[src/rtl/debounce_pkg.sv]
// Shared definitions for the debounce_bank slice.
//   state_t              : per-channel filter state (2-bit, all encodings legal)
//   DEFAULT_STABLE_TICKS : default qualification length in clocks
package debounce_pkg;

  typedef enum logic [1:0] {
    IS_1    = 2'b00,
    IS_0    = 2'b01,
    GOING_1 = 2'b10,
    GOING_0 = 2'b11
  } state_t;

  localparam int unsigned DEFAULT_STABLE_TICKS = 1000;

endpackage

[src/rtl/debounce_channel.sv]
// Single-channel debouncer: four-state filter with a qualification counter,
// registered debounced level and one-cycle rise/fall strobes.
// Optional feature macro: DEBOUNCE_SYNC_EN (two-flop input synchroniser).
// Ports:
//   clk    in  clock, rising edge
//   rst    in  asynchronous active-high reset
//   din    in  raw input level
//   db_out out debounced level
//   rise   out one-cycle strobe on db_out 0->1
//   fall   out one-cycle strobe on db_out 1->0
module debounce_channel
  import debounce_pkg::*;
#(
  parameter int unsigned STABLE_TICKS = DEFAULT_STABLE_TICKS,
  parameter logic        RESET_VALUE  = 1'b1
) (
  input  logic clk,
  input  logic rst,
  input  logic din,
  output logic db_out,
  output logic rise,
  output logic fall
);

  localparam int unsigned          CNT_W     = $clog2(STABLE_TICKS + 1);
  localparam logic [CNT_W-1:0]     CNT_LAST  = CNT_W'(STABLE_TICKS - 1);
  localparam state_t               RST_STATE = RESET_VALUE ? IS_1 : IS_0;

  logic             w_sample;
  state_t           r_state, w_state_nxt;
  logic [CNT_W-1:0] r_cnt, w_cnt_nxt;
  logic             r_db, w_db_nxt;
  logic             r_rise, w_rise_nxt;
  logic             r_fall, w_fall_nxt;

`ifdef DEBOUNCE_SYNC_EN
  logic r_sync1, r_sync2;

  // Synchroniser resets to the idle level so reset release is not seen as an edge.
  always_ff @(posedge clk or posedge rst) begin
    if (rst) begin
      r_sync1 <= RESET_VALUE;
      r_sync2 <= RESET_VALUE;
    end else begin
      r_sync1 <= din;
      r_sync2 <= r_sync1;
    end
  end

  assign w_sample = r_sync2;
`else
  assign w_sample = din;
`endif

  always_ff @(posedge clk or posedge rst) begin
    if (rst) begin
      r_state <= RST_STATE;
      r_cnt   <= '0;
      r_db    <= RESET_VALUE;
      r_rise  <= 1'b0;
      r_fall  <= 1'b0;
    end else begin
      r_state <= w_state_nxt;
      r_cnt   <= w_cnt_nxt;
      r_db    <= w_db_nxt;
      r_rise  <= w_rise_nxt;
      r_fall  <= w_fall_nxt;
    end
  end

  // The counter is compared against STABLE_TICKS-1 before incrementing, so it
  // never exceeds that value; reaching it on an agreeing sample accepts the level.
  always_comb begin
    w_state_nxt = r_state;
    w_cnt_nxt   = r_cnt;
    w_db_nxt    = r_db;
    w_rise_nxt  = 1'b0;
    w_fall_nxt  = 1'b0;
    case (r_state)
      IS_1: begin
        w_cnt_nxt = '0;
        if (!w_sample) w_state_nxt = GOING_0;
      end
      IS_0: begin
        w_cnt_nxt = '0;
        if (w_sample) w_state_nxt = GOING_1;
      end
      GOING_0: begin
        if (w_sample) begin
          w_state_nxt = IS_1;
          w_cnt_nxt   = '0;
        end else if (r_cnt == CNT_LAST) begin
          w_state_nxt = IS_0;
          w_cnt_nxt   = '0;
          w_db_nxt    = 1'b0;
          w_fall_nxt  = 1'b1;
        end else begin
          w_cnt_nxt = r_cnt + CNT_W'(1);
        end
      end
      GOING_1: begin
        if (!w_sample) begin
          w_state_nxt = IS_0;
          w_cnt_nxt   = '0;
        end else if (r_cnt == CNT_LAST) begin
          w_state_nxt = IS_1;
          w_cnt_nxt   = '0;
          w_db_nxt    = 1'b1;
          w_rise_nxt  = 1'b1;
        end else begin
          w_cnt_nxt = r_cnt + CNT_W'(1);
        end
      end
    endcase
  end

  assign db_out = r_db;
  assign rise   = r_rise;
  assign fall   = r_fall;

endmodule

[src/rtl/debounce_bank.sv]
// Multi-channel debouncer: CHANNELS independent debounce_channel filters plus
// an any_change flag (OR of all registered rise/fall strobes).
// Optional feature macro: DEBOUNCE_SYNC_EN (handled inside debounce_channel).
// Ports:
//   clk        in  clock, rising edge
//   rst        in  asynchronous active-high reset
//   din        in  [CHANNELS] raw inputs
//   db_out     out [CHANNELS] debounced levels
//   rise       out [CHANNELS] one-cycle strobes on 0->1
//   fall       out [CHANNELS] one-cycle strobes on 1->0
//   any_change out at least one channel strobes this cycle
module debounce_bank
  import debounce_pkg::*;
#(
  parameter int unsigned          CHANNELS     = 4,
  parameter int unsigned          STABLE_TICKS = DEFAULT_STABLE_TICKS,
  parameter logic [CHANNELS-1:0]  RESET_VALUE  = '1
) (
  input  logic                clk,
  input  logic                rst,
  input  logic [CHANNELS-1:0] din,
  output logic [CHANNELS-1:0] db_out,
  output logic [CHANNELS-1:0] rise,
  output logic [CHANNELS-1:0] fall,
  output logic                any_change
);

  for (genvar g = 0; g < CHANNELS; g++) begin : g_ch
    debounce_channel #(
      .STABLE_TICKS (STABLE_TICKS),
      .RESET_VALUE  (RESET_VALUE[g])
    ) u_ch (
      .clk    (clk),
      .rst    (rst),
      .din    (din[g]),
      .db_out (db_out[g]),
      .rise   (rise[g]),
      .fall   (fall[g])
    );
  end

  assign any_change = |(rise | fall);

endmodule

[config.mk]
export PLATFORM = sky130hd
export DESIGN_NAME = debounce_bank
export DESIGN_NICKNAME = d
export VERILOG_FILES = /design/src/rtl/debounce_pkg.sv /design/src/rtl/debounce_channel.sv /design/src/rtl/debounce_bank.sv
export SDC_FILE = /design/constraint.sdc
export NUM_CORES = 1
export LEC_CHECK = 0
export BUFFER_PORTS_ARGS = -buffer_cell sky130_fd_sc_hd__buf_2
export CAP_MARGIN = 40
export CORE_MARGIN = 2
export CORE_UTILIZATION = 50
export CTS_CLUSTER_SIZE = 8
export DETAILED_ROUTE_END_ITERATION = 10
export GPL_TIMING_DRIVEN = 0
export PLACE_DENSITY = 0.68
export RECOVER_POWER = 100
export SYNTH_ARGS = -nofsm -noshare
export SYNTH_HDL_FRONTEND = slang
export SYNTH_HIERARCHICAL = 1
export SYNTH_SLANG_ARGS = --single-unit
[constraint.sdc]
create_clock -name clk -period 3.75 [get_ports clk]
set_input_delay 0.1875 -clock clk [delete_from_list [all_inputs] [get_ports clk]]
set_output_delay 0.1875 -clock clk [all_outputs]
set_load 0.05 [all_outputs]
==> flow_metrics.tcl <==
set metrics [dict create \
    cp-end-kind "flop" \
    hold_class "in -> reg" \
    drive_gt1_frac 0.121 \
    grtUsageTotal 0.187 \
    rsz0062_at_grt "no" \
    area_delta_synth_final_pct 13.4 \
    tightest_slew_ns 1.58 \
    drt_first_pass_iters 4 \
    post_drt_wl_per_cell_um 13.8 \
    placed_cells 353 \
    htreeDepth 3 \
    cts_resized 0 \
    reg2reg_slack_ns 1.22 \
    drv_slew 11 \
    gp_congestion 0.740 \
    leakage_nw 1.36 \
    die_w_um 78.9 \
    maxCapViolations 1 \
    min_period_over_period 0.675 \
    path_clk_slew_ns 0.06 \
    final_antenna_net_count 0 \
    ys_ff_latch 60 \
    finalHoldViolCount 0 \
    crit_required_ns 3.89 \
    dpl.hpwl_mm 3.44 \
    cts-buffers-inserted 9 \
    viasPerCell 5.28 \
    tns_ns 0 \
    drt_wl_total_mm 5.11 \
    powerDensity_nw_per_um2 479 \
    vias 1955 \
    synth_top_area_cell "dfrtp_1" \
    diodes 0 \
    synth_common_cells "56 x dfrtp_1, 29 x nor2_1, 18 x inv_1, 18 x nand3_1, 15 x nand2_1" \
    synth_top_area_frac 0.500 \
    cts_tree "built" \
    die_h_um 78.9 \
    fin_skew_ns 0.00437 \
    finalNetCount 303 \
    critPathArrivalTime_ns 2.67 \
    grt_start_max_net_pins 16 \
    synth_flop_cell "dfrtp_1" \
    antenna_found_initial 0 \
    crit_type "reg -> reg" \
    setup_violations 0 \
    port_buffers 18 \
    drtIter0Drc 107 \
    synth.area.top_cells "dfrtp_1 50%, xor2_1 4.1%, nor2_1 3.9%" \
    clk_latency_ns 0.33 \
    max_slew_margin -0.0604 \
    clock-sinks 60 \
    ios 19 \
    grt_pass1_vias 1916 \
    overflow 0 \
    drc_errors 0 \
    netlist_instances 263 \
    die-area_um2 6220 \
    synth_most_common_cell "dfrtp_1" \
    path_max_fanout 10 \
    core_area_um2 5470 \
    synth_edf_count 0 \
    fin_cells 370 \
    synth_area_um2 2800 \
    clockBufferDepth 2 \
    ys_async_sr_fraction 1.00 \
    initial_utilization 0.512 \
    fmax_mhz 395 \
    grt_first_pass_wirelength_mm 8.84 \
    layout_min_cycle_time_ns 2.53 \
    yosys_warnings 6 \
    seq_area_frac_synth 0.537 \
    root_buffer "clkbuf_8" \
    synth_fp_nets 273 \
    violations "max-capacitance violations, max-slew violations" \
    max-vdd-ir-drop_uv 326 \
    startpoint_type "flop" \
    status "finished, violations left" \
    synth_cell_types 45 \
    rows 27 \
    syn_avg_cell_area_um2 10.7 \
]
[cells in the final DEF (no fill, tap or decap), types with 11 or more instances in the layout]
cell      instances
dfrtp_1          56
nor2_1           29
clkbuf_1         21
inv_1            18
nand3_1          18
nand2_1          15
xor2_1           13
nor3_1           12
xnor2_1          12
clkbuf_8         11
o21ai_0          11
[routing by layer]
| metal | global-route usage | share of wire |
|---|---|---|
| met3 | 0.0682 | 0.034 |
| met4 | 0.0638 | 0.011 |
| met5 | 0 | 0 |
| met2 | 0.287 | 0.47 |
| met1 | 0.245 | 0.49 |
[worst max-delay path: stages, from the launching register on]
cell      delay [ns]
dfrtp_1         0.41
ha_1            0.29
nand4b_1        0.19
nor4_1          1.28
nor3_1          0.16
[path summary, 6_finish.rpt]
check                                                       to  cells past startpoint                       startpoint
setup / recovery               g_ch[3].u_ch/r_cnt[3]$_DFF_PP0_                      4  g_ch[3].u_ch/r_cnt[0]$_DFF_PP0_
setup reg to reg               g_ch[3].u_ch/r_cnt[3]$_DFF_PP0_                      4  g_ch[3].u_ch/r_cnt[0]$_DFF_PP0_
max in group asynchronous      g_ch[3].u_ch/db_out$_DFFE_PP1P_                      3                              rst
hold / removal             g_ch[0].u_ch/r_state[0]$_DFFE_PP0P_                      2                           din[0]
min in group asynchronous      g_ch[0].u_ch/r_cnt[3]$_DFF_PP0_                      3                              rst
hold reg to reg                g_ch[0].u_ch/r_cnt[0]$_DFF_PP0_                      1  g_ch[0].u_ch/r_cnt[0]$_DFF_PP0_
[stage by stage]
stage | power [mW] | hold slack, ns | area (um^2) | util | worst slack, ns
floorplan | 0.782 | 0.0883 | 2800 | - | 1.97
global placement | 0.811 | 0.303 | 2980 | 0.545 | 1.90
detailed placement | 0.813 | 0.300 | 2980 | 0.545 | 1.89
CTS | 1.54 | 0.0447 | 3240 | 0.593 | 1.86
global route | 1.59 | 0.100 | 3180 | 0.581 | 0.911
finish | 1.53 | 0.0818 | 3180 | 0.581 | 1.22
[kinds of logic (layout without fill, tap and decap cells)]
kind of cell             Yosys count  in the layout  synth area share
adder cells (fa/ha/maj)            4              4            0.0178
AO/OA/AOI/OAI                     35             35            0.0897
AND/OR/NAND/NOR                  119            119             0.250
flip-flops                        60             60             0.537
XOR/XNOR                          25             25            0.0781
buffers and inverters             20             55            0.0272
[repair_timing]
| action | 4_1_cts | 5_1_grt |
|---|---|---|
| buffers inserted | 0 | 0 |
| hold buffers | 1 | 0 |
| endpoints found under the hold margin | 56 | 0 |
[report_power, final]
group | total, mW | switching (mW) | leakage (nW) | internal, mW
clock network | 0.724 | 0.247 | 0.127 | 0.477
registers | 0.702 | 0.0260 | 0.804 | 0.676
logic | 0.0988 | 0.0661 | 0.426 | 0.0327
[sequential cells by signal, summed over array words and instances, names as in the netlist]
signal	count
g_ch.u_ch/fall	4
g_ch.u_ch/r_state	8
g_ch.u_ch/rise	4
g_ch.u_ch/r_cnt	40
g_ch.u_ch/db_out	4
[final cells by class]
type | count | area, um^2
buffer | 2 | 7.51
clock buffer | 12 | 155
clock inverter | 4 | 95.1
fill | 493 | 2290
inverter | 18 | 67.6
multi-input combinational | 183 | 1180
sequential | 60 | 1510
tap | 72 | 90.1
timing repair buffer | 19 | 77.6
Power figures use the tool's default switching activity.
